## config.mk

```make
export PLATFORM = sky130hd
export DESIGN_NAME = rm_retire_buffer_flat
export DESIGN_NICKNAME = d
export VERILOG_FILES = /design/src/rtl/rm_retire_buffer_if.sv /design/src/rtl/rm_retire_buffer.sv /design/src/flat_wrapper.sv
export SDC_FILE = /design/constraint.sdc
export NUM_CORES = 2
export LEC_CHECK = 0
export BUFFER_PORTS_ARGS = -buffer_cell sky130_fd_sc_hd__buf_2
export CORE_MARGIN = 1
export CORE_UTILIZATION = 24
export DETAILED_ROUTE_END_ITERATION = 8
export PLACE_DENSITY = 0.41
export RECOVER_POWER = 50
export SYNTH_ARGS = -nofsm -noshare
export SYNTH_HDL_FRONTEND = slang
export SYNTH_SLANG_ARGS = --single-unit
```

## constraint.sdc

```tcl
create_clock -name clk -period 20.6 [get_ports clk]
set_input_delay 4.12 -clock clk [delete_from_list [all_inputs] [get_ports clk]]
set_output_delay 4.12 -clock clk [all_outputs]
set_load 0.005 [all_outputs]
```

## src/rtl/rm_retire_buffer_if.sv

```systemverilog
// Retirement-buffer port bundle: multi-channel retire inputs, single-entry head output, status.
// The slave modport is the buffer's view; master is the producer/consumer side.
interface rm_retire_buffer_if #(
  parameter int XLEN  = 32,
  parameter int NRET  = 2,
  parameter int DEPTH = 8,
  parameter int IRQW  = 32
) ();
  logic                         clear_i;
  logic [NRET-1:0]              in_valid;
  logic [NRET*64-1:0]           in_order;
  logic [NRET*XLEN-1:0]         in_pc;
  logic [NRET*32-1:0]           in_insn;
  logic [NRET-1:0]              in_trap;
  logic [NRET-1:0]              in_intr;
  logic [IRQW-1:0]              irq_i;
  logic                         out_valid;
  logic                         out_ready;
  logic [63:0]                  out_order;
  logic [XLEN-1:0]              out_pc;
  logic [31:0]                  out_insn;
  logic                         out_trap;
  logic                         out_intr;
  logic [IRQW-1:0]              out_irq;
  logic [$clog2(DEPTH+1)-1:0]   count_o;
  logic                         overflow_o;
  logic                         order_err_o;

  modport master (
    output clear_i, in_valid, in_order, in_pc, in_insn, in_trap, in_intr, irq_i, out_ready,
    input  out_valid, out_order, out_pc, out_insn, out_trap, out_intr, out_irq,
           count_o, overflow_o, order_err_o
  );

  modport slave (
    input  clear_i, in_valid, in_order, in_pc, in_insn, in_trap, in_intr, irq_i, out_ready,
    output out_valid, out_order, out_pc, out_insn, out_trap, out_intr, out_irq,
           count_o, overflow_o, order_err_o
  );
endinterface

```

## src/rtl/rm_retire_buffer.sv

```systemverilog
// Retirement buffer: compacts up to NRET retirements per cycle into a circular buffer,
// releases one per cycle, tags entries with sampled irq lines and checks order continuity.
module rm_retire_buffer #(
  parameter int XLEN  = 32,
  parameter int NRET  = 2,
  parameter int DEPTH = 8,
  parameter int IRQW  = 32
) (
  input logic              clk,
  input logic              reset_n,
  rm_retire_buffer_if.slave bus
);
  localparam int PW = (DEPTH > 1) ? $clog2(DEPTH) : 1;
  localparam int CW = $clog2(DEPTH + 1);

  logic [63:0]     order_mem [DEPTH];
  logic [XLEN-1:0] pc_mem    [DEPTH];
  logic [31:0]     insn_mem  [DEPTH];
  logic            trap_mem  [DEPTH];
  logic            intr_mem  [DEPTH];
  logic [IRQW-1:0] irq_mem   [DEPTH];

  logic [PW-1:0] wr_ptr_q, wr_ptr_d, rd_ptr_q, rd_ptr_d;
  logic [CW-1:0] count_q, count_d;
  logic          overflow_q, overflow_d;
  logic          order_err_q, order_err_d;
  logic          first_seen_q, first_seen_d;
  logic [63:0]   exp_order_q, exp_order_d;

  logic [PW-1:0] slot_addr [NRET];
  logic          head_valid, pop, accept, order_bad, base_found;
  logic [63:0]   exp_base, last_order;
  int            n_valid, free_slots;

  assign head_valid = (count_q != '0);

  always_comb begin
    // NOTE: every variable gets a default before any conditional logic so no latch is inferred.
    n_valid    = 0;
    order_bad  = 1'b0;
    base_found = 1'b0;
    exp_base   = exp_order_q;
    last_order = exp_order_q;
    for (int k = 0; k < NRET; k++) slot_addr[k] = '0;

    // Before the first accepted batch the expected order is taken from the batch itself.
    for (int k = 0; k < NRET; k++) begin
      if (bus.in_valid[k] && !base_found) begin
        base_found = 1'b1;
        if (!first_seen_q) exp_base = bus.in_order[64*k +: 64];
      end
    end

    // Compaction: channel k lands at wr_ptr + (number of valid channels below k).
    for (int k = 0; k < NRET; k++) begin
      slot_addr[k] = PW'((int'(wr_ptr_q) + n_valid) % DEPTH);
      if (bus.in_valid[k]) begin
        if (bus.in_order[64*k +: 64] != exp_base + 64'(n_valid)) order_bad = 1'b1;
        last_order = bus.in_order[64*k +: 64];
        n_valid    = n_valid + 1;
      end
    end

    pop        = head_valid && bus.out_ready;
    free_slots = DEPTH - int'(count_q) + (pop ? 1 : 0);
    accept     = !bus.clear_i && (n_valid != 0) && (n_valid <= free_slots);

    wr_ptr_d     = wr_ptr_q;
    rd_ptr_d     = rd_ptr_q;
    count_d      = count_q;
    overflow_d   = overflow_q;
    order_err_d  = order_err_q;
    first_seen_d = first_seen_q;
    exp_order_d  = exp_order_q;

    if (bus.clear_i) begin
      wr_ptr_d     = '0;
      rd_ptr_d     = '0;
      count_d      = '0;
      overflow_d   = 1'b0;
      order_err_d  = 1'b0;
      first_seen_d = 1'b0;
      exp_order_d  = '0;
    end else begin
      if (pop) rd_ptr_d = PW'((int'(rd_ptr_q) + 1) % DEPTH);
      if (n_valid > free_slots) overflow_d = 1'b1;
      if (accept) begin
        wr_ptr_d     = PW'((int'(wr_ptr_q) + n_valid) % DEPTH);
        first_seen_d = 1'b1;
        exp_order_d  = last_order + 64'd1;
        if (order_bad) order_err_d = 1'b1;
      end
      count_d = CW'(int'(count_q) + (accept ? n_valid : 0) - (pop ? 1 : 0));
    end
  end

  always_ff @(posedge clk or negedge reset_n) begin
    // NOTE: sequential state uses non-blocking assignments only.
    if (!reset_n) begin
      wr_ptr_q     <= '0;
      rd_ptr_q     <= '0;
      count_q      <= '0;
      overflow_q   <= 1'b0;
      order_err_q  <= 1'b0;
      first_seen_q <= 1'b0;
      exp_order_q  <= '0;
    end else begin
      wr_ptr_q     <= wr_ptr_d;
      rd_ptr_q     <= rd_ptr_d;
      count_q      <= count_d;
      overflow_q   <= overflow_d;
      order_err_q  <= order_err_d;
      first_seen_q <= first_seen_d;
      exp_order_q  <= exp_order_d;
    end
  end

  // NOTE: storage is not reset; outputs are gated by head_valid so stale contents never leak.
  always_ff @(posedge clk) begin
    for (int k = 0; k < NRET; k++) begin
      if (accept && bus.in_valid[k]) begin
        order_mem[slot_addr[k]] <= bus.in_order[64*k +: 64];
        pc_mem[slot_addr[k]]    <= bus.in_pc[XLEN*k +: XLEN];
        insn_mem[slot_addr[k]]  <= bus.in_insn[32*k +: 32];
        trap_mem[slot_addr[k]]  <= bus.in_trap[k];
        intr_mem[slot_addr[k]]  <= bus.in_intr[k];
        irq_mem[slot_addr[k]]   <= bus.irq_i;
      end
    end
  end

  assign bus.out_valid   = head_valid;
  assign bus.out_order   = head_valid ? order_mem[rd_ptr_q] : '0;
  assign bus.out_pc      = head_valid ? pc_mem[rd_ptr_q]    : '0;
  assign bus.out_insn    = head_valid ? insn_mem[rd_ptr_q]  : '0;
  assign bus.out_trap    = head_valid ? trap_mem[rd_ptr_q]  : 1'b0;
  assign bus.out_intr    = head_valid ? intr_mem[rd_ptr_q]  : 1'b0;
  assign bus.out_irq     = head_valid ? irq_mem[rd_ptr_q]   : '0;
  assign bus.count_o     = count_q;
  assign bus.overflow_o  = overflow_q;
  assign bus.order_err_o = order_err_q;
endmodule

```

## src/flat_wrapper.sv

```systemverilog
// flat-port wrapper written by rule: the top's interface ports become plain ports
module rm_retire_buffer_flat 
#(
  parameter int XLEN  = 32,
  parameter int NRET  = 2,
  parameter int DEPTH = 8,
  parameter int IRQW  = 32
)
  (clk, reset_n, bus_clear_i, bus_in_valid, bus_in_order, bus_in_pc, bus_in_insn, bus_in_trap, bus_in_intr, bus_irq_i, bus_out_ready, bus_out_valid, bus_out_order, bus_out_pc, bus_out_insn, bus_out_trap, bus_out_intr, bus_out_irq, bus_count_o, bus_overflow_o, bus_order_err_o);
  rm_retire_buffer_if #(.XLEN(XLEN), .NRET(NRET), .DEPTH(DEPTH), .IRQW(IRQW)) bus_i ();
  input logic clk;
  input logic reset_n;
  input wire logic [$bits(bus_i.clear_i)-1:0] bus_clear_i;
  input wire logic [$bits(bus_i.in_valid)-1:0] bus_in_valid;
  input wire logic [$bits(bus_i.in_order)-1:0] bus_in_order;
  input wire logic [$bits(bus_i.in_pc)-1:0] bus_in_pc;
  input wire logic [$bits(bus_i.in_insn)-1:0] bus_in_insn;
  input wire logic [$bits(bus_i.in_trap)-1:0] bus_in_trap;
  input wire logic [$bits(bus_i.in_intr)-1:0] bus_in_intr;
  input wire logic [$bits(bus_i.irq_i)-1:0] bus_irq_i;
  input wire logic [$bits(bus_i.out_ready)-1:0] bus_out_ready;
  output wire logic [$bits(bus_i.out_valid)-1:0] bus_out_valid;
  output wire logic [$bits(bus_i.out_order)-1:0] bus_out_order;
  output wire logic [$bits(bus_i.out_pc)-1:0] bus_out_pc;
  output wire logic [$bits(bus_i.out_insn)-1:0] bus_out_insn;
  output wire logic [$bits(bus_i.out_trap)-1:0] bus_out_trap;
  output wire logic [$bits(bus_i.out_intr)-1:0] bus_out_intr;
  output wire logic [$bits(bus_i.out_irq)-1:0] bus_out_irq;
  output wire logic [$bits(bus_i.count_o)-1:0] bus_count_o;
  output wire logic [$bits(bus_i.overflow_o)-1:0] bus_overflow_o;
  output wire logic [$bits(bus_i.order_err_o)-1:0] bus_order_err_o;
  assign bus_i.clear_i = bus_clear_i;
  assign bus_i.in_valid = bus_in_valid;
  assign bus_i.in_order = bus_in_order;
  assign bus_i.in_pc = bus_in_pc;
  assign bus_i.in_insn = bus_in_insn;
  assign bus_i.in_trap = bus_in_trap;
  assign bus_i.in_intr = bus_in_intr;
  assign bus_i.irq_i = bus_irq_i;
  assign bus_i.out_ready = bus_out_ready;
  assign bus_out_valid = bus_i.out_valid;
  assign bus_out_order = bus_i.out_order;
  assign bus_out_pc = bus_i.out_pc;
  assign bus_out_insn = bus_i.out_insn;
  assign bus_out_trap = bus_i.out_trap;
  assign bus_out_intr = bus_i.out_intr;
  assign bus_out_irq = bus_i.out_irq;
  assign bus_count_o = bus_i.count_o;
  assign bus_overflow_o = bus_i.overflow_o;
  assign bus_order_err_o = bus_i.order_err_o;
  rm_retire_buffer #(.XLEN(XLEN), .NRET(NRET), .DEPTH(DEPTH), .IRQW(IRQW)) u_core (.clk(clk), .reset_n(reset_n), .bus(bus_i));
endmodule
```

==> load_flow_metrics.sql <==
INSERT INTO impl_metrics (metric_group, metric, value, unit) VALUES
('power_and_ir_drop', 'power_leakage', '26.9', 'nW'),
('synthesis', 'synth_cell_type_count', '89', ''),
('critical_path', 'timing.critical_path.depth', '6', ''),
('flow_run', 'max-cap-violations', '36', ''),
('placed_design', 'placed_cell_area', '79900', 'µm²'),
('clock_tree', 'h-tree-depth', '4', ''),
('critical_path', 'reg2reg_slack', '10.50', 'ns'),
('timing', 'maxSlewHeadroom', '-2.21', ''),
('clock_tree', 'post_cts.resized_instances', '0', ''),
('timing', 'drv_slew', '1520', ''),
('global_route', 'grt_antenna_before_repair', '101', ''),
('route', 'drt-vias-per-instance', '4.79', ''),
('global_route', 'track_usage', '0.166', ''),
('critical_path', 'critical_path.top_delay_family', 'buffers and inverters', ''),
('synthesis', 'synth_area_in_compound_gates', '0.0281', ''),
('critical_path', 'rr_startpoint', 'u_core.bus.count_o[0]', ''),
('placed_design', 'io_buffer_count', '466', ''),
('layout', 'finalNetCount', '5453', ''),
('layout', 'utilization', '0.279', ''),
('critical_path', 'worst-endpoint-arrival', '9.28', 'ns'),
('route', 'drtPass1Iterations', '5', ''),
('synthesis', 'simple_gate_fraction_of_synth_area', '0.0568', ''),
('status', 'violations', 'max-capacitance violations, max-slew violations', ''),
('synthesis', 'synth_mux_area_frac', '0.297', ''),
('min_path', 'worstHoldPathType', 'register to register', ''),
('route', 'dr_wl_met2', '123', 'mm'),
('layout', 'post_synthesis_to_final_layout_area_growth', '15.6', '%'),
('critical_path', 'timing.critical_path.fanout_max', '57', ''),
('synthesis', 'synth_enable_flop_cells', '1296', ''),
('critical_path', 'critical_path.startpoint', 'u_core.rd_ptr_q[1]', ''),
('status', 'outcome', 'finished, violations left', ''),
('critical_path', 'worst_setup_path_type', 'register to primary output', ''),
('critical_path', 'critical-path-top-cell-by-count', 'clkbuf_1', ''),
('placed_design', 'gp_congestion', '0.884', ''),
('global_route', 'grt_first_pass_wirelength', '368', 'mm'),
('critical_path', 'timing.critical_path.buf_inv', '3', ''),
('clock_tree', 'numCtsBuffers', '174', ''),
('synthesis', 'avgSynthCellArea', '15.2', 'µm²'),
('synthesis', 'synth-seq-area-share', '0.557', ''),
('placed_design', 'dp_hpwl', '161', 'mm'),
('route', 'drt.antenna.violating_nets', '0', ''),
('floorplan', 'effective_utilization_at_floorplan', '0.242', ''),
('layout', 'post_route_cells_drive_above_1_share', '0.401', ''),
('synthesis', 'synth.area.top_cells', 'edfxtp_1 (53%), mux2_2 (16%), mux4_2 (9.9%), mux2i_1 (3.5%), dfrtp_1 (2.6%)', ''),
('route', 'drcViolationCount', '0', ''),
('layout', 'final_area', '84800', 'µm²'),
('synthesis', 'synthMostInstantiatedCell', 'edfxtp_1', ''),
('timing', 'max_slew.worst_pin.slew', '4.81', 'ns'),
('floorplan', 'fp.dieH', '555', 'µm'),
('floorplan', 'rows', '202', ''),
('critical_path', 'timing.critical_path.required', '16.48', 'ns'),
('synthesis', 'syn_nets', '5161', ''),
('synthesis', 'synthesis.area', '73400', 'µm²'),
('critical_path', 'cp_slowest_stage_delay', '3.06', 'ns'),
('synthesis', 'synth_cells', '4835', ''),
('power_and_ir_drop', 'power.ir.vdd_worst', '0.000122', 'V'),
('clock_tree', 'post_cts_buffers', '0', ''),
('critical_path', 'worstSetupEndpointType', 'primary output', ''),
('timing', 'clock.fmax', '74.6', 'MHz'),
('synthesis', 'synth.top_cells.by_count', 'edfxtp_1 (1296), mux2_2 (1062), nor2_1 (341)', ''),
('clock_tree', 'cts.sinks', '1373', ''),
('critical_path', 'worstReg2RegEnd', 'u_core.pc_mem[1][30]', ''),
('timing', 'finalHoldViolCount', '0', ''),
('timing', 'sum_of_negative_setup_slack', '0', 'ns'),
('timing', 'rsz_0062_raised_after_global_routing', 'false', ''),
('synthesis', 'synth-seq-cells', '1373', ''),
('floorplan', 'floorplan.core_area', '304000', 'µm²'),
('route', 'average_wire_per_cell_in_the_routed_design', '28.0', 'µm'),
('clock_tree', 'cts_tree', 'yes', ''),
('floorplan', 'total_die_area', '308000', 'µm²'),
('route', 'dr_wl_met3', '15.4', 'mm');
==> state kept, by name, summed over array words and instances, names as in the netlist <==
name	count
u_core.irq_mem	256
u_core.rd_ptr_q	3
u_core.pc_mem	256
u_core.intr_mem	8
u_core.exp_order_q	64
u_core.bus.count_o	4
u_core.bus.order_err_o	1
u_core.wr_ptr_q	3
u_core.bus.overflow_o	1
u_core.insn_mem	256
u_core.trap_mem	8
u_core.first_seen_q	1
u_core.order_mem	512
==> through the flow <==
stage          std cells  hold WS, ns  worst slack (ns)  power [mW]
2_1_floorplan       4835        0.491              1.18        5.24
3_3_place_gp        9031        0.582              9.50        6.30
3_5_place_dp        9031        0.589              9.35        6.31
4_1_cts             9333        0.598             10.22        9.29
5_1_grt             9343        0.629              6.22        9.57
6_report            9357        0.598              7.20        9.12
==> worst reg2reg max path, cell delays in order, from the launching register on <==
cell and delay (ns):
dfrtp_1 0.45, inv_1 0.10, ha_1 0.29, a21oi_1 0.51, nor2b_1 0.33, nand2_1 0.14
ha_1 0.25, nor4b_1 0.28, and4_1 0.26, o211ai_1 0.10, a2bb2oi_1 0.48, nor3_1 0.24
and3_1 0.29, nand2_1 1.97, clkbuf_1 2.55, buf_4 1.08, mux2_2 0.56
==> cell usage in the layout, fill, tap and decap left out, types with 25 or more instances in the layout <==
cell type	Yosys	routed
mux2i_1	254	254
nor4_1	55	57
clkbuf_16	0	174
clkinv_1	0	28
buf_4	14	56
dfrtp_1	77	75
clkbuf_2	1	28
nand2_1	95	95
ha_1	26	25
a211oi_1	63	63
clkinv_2	0	26
or2_2	36	36
o21ai_0	35	34
nor3_1	42	42
xor2_1	126	126
clkbuf_1	287	230
or3b_2	29	29
o221ai_1	30	30
buf_2	46	273
edfxtp_1	1296	1296
mux4_2	324	324
mux2_2	1062	1060
nand3_1	28	28
xnor2_1	125	125
nand4_1	34	34
nor2_1	341	340
a21oi_1	50	50
==> report_power, final <==
part           switching (mW)  internal (mW)  total (mW)
sequential              0.130           3.32        3.45
combinational            1.60           1.13        2.73
clock                    1.24           1.69        2.94
==> cell families (layout without fill, tap and decap cells) <==
family,Yosys count,in the layout
AOI/OAI and AO/OA,277,277
xor gates and xnor gates,251,251
adders and majority gates,28,28
buffers and inverters,467,885
DFF,1373,1373
muxes,1641,1641
other,0,24
and+or+nand+nor,798,798
==> how the worst min path moves through the flow <==
stage                                       from                      to  slack [ns]  depth (start not counted)
after CTS                 u_core.exp_order_q[49]  u_core.exp_order_q[49]        0.60                          2
final                     u_core.exp_order_q[49]  u_core.exp_order_q[49]        0.60                          2
after floorplan            u_core.bus.overflow_o   u_core.bus.overflow_o        0.49                          2
after detailed placement  u_core.exp_order_q[45]  u_core.exp_order_q[45]        0.59                          2
after global routing      u_core.exp_order_q[26]  u_core.exp_order_q[26]        0.63                          2
after global placement    u_core.exp_order_q[45]  u_core.exp_order_q[45]        0.58                          2
==> layer usage <==
| layer | up-vias | track usage |
|---|---|---|
| met3 | 371 | 0.0370 |
| met5 | - | 0 |
| li1 | 19628 | - |
| met2 | 1176 | 0.270 |
| met4 | 62 | 0.0331 |
| met1 | 23614 | 0.224 |
==> area by class of cell <==
cell class	count	area (µm²)
Antenna cell	24	60.1
Clock buffer	218	4580
Multi-Input combinational cell	2995	30600
Tap cell	4080	5100
Timing Repair Buffer	558	2800
Clock inverter	84	704
Fill cell	30871	219000
Sequential cell	1373	40900
Inverter	25	93.8
Power figures use the tool's default switching activity.
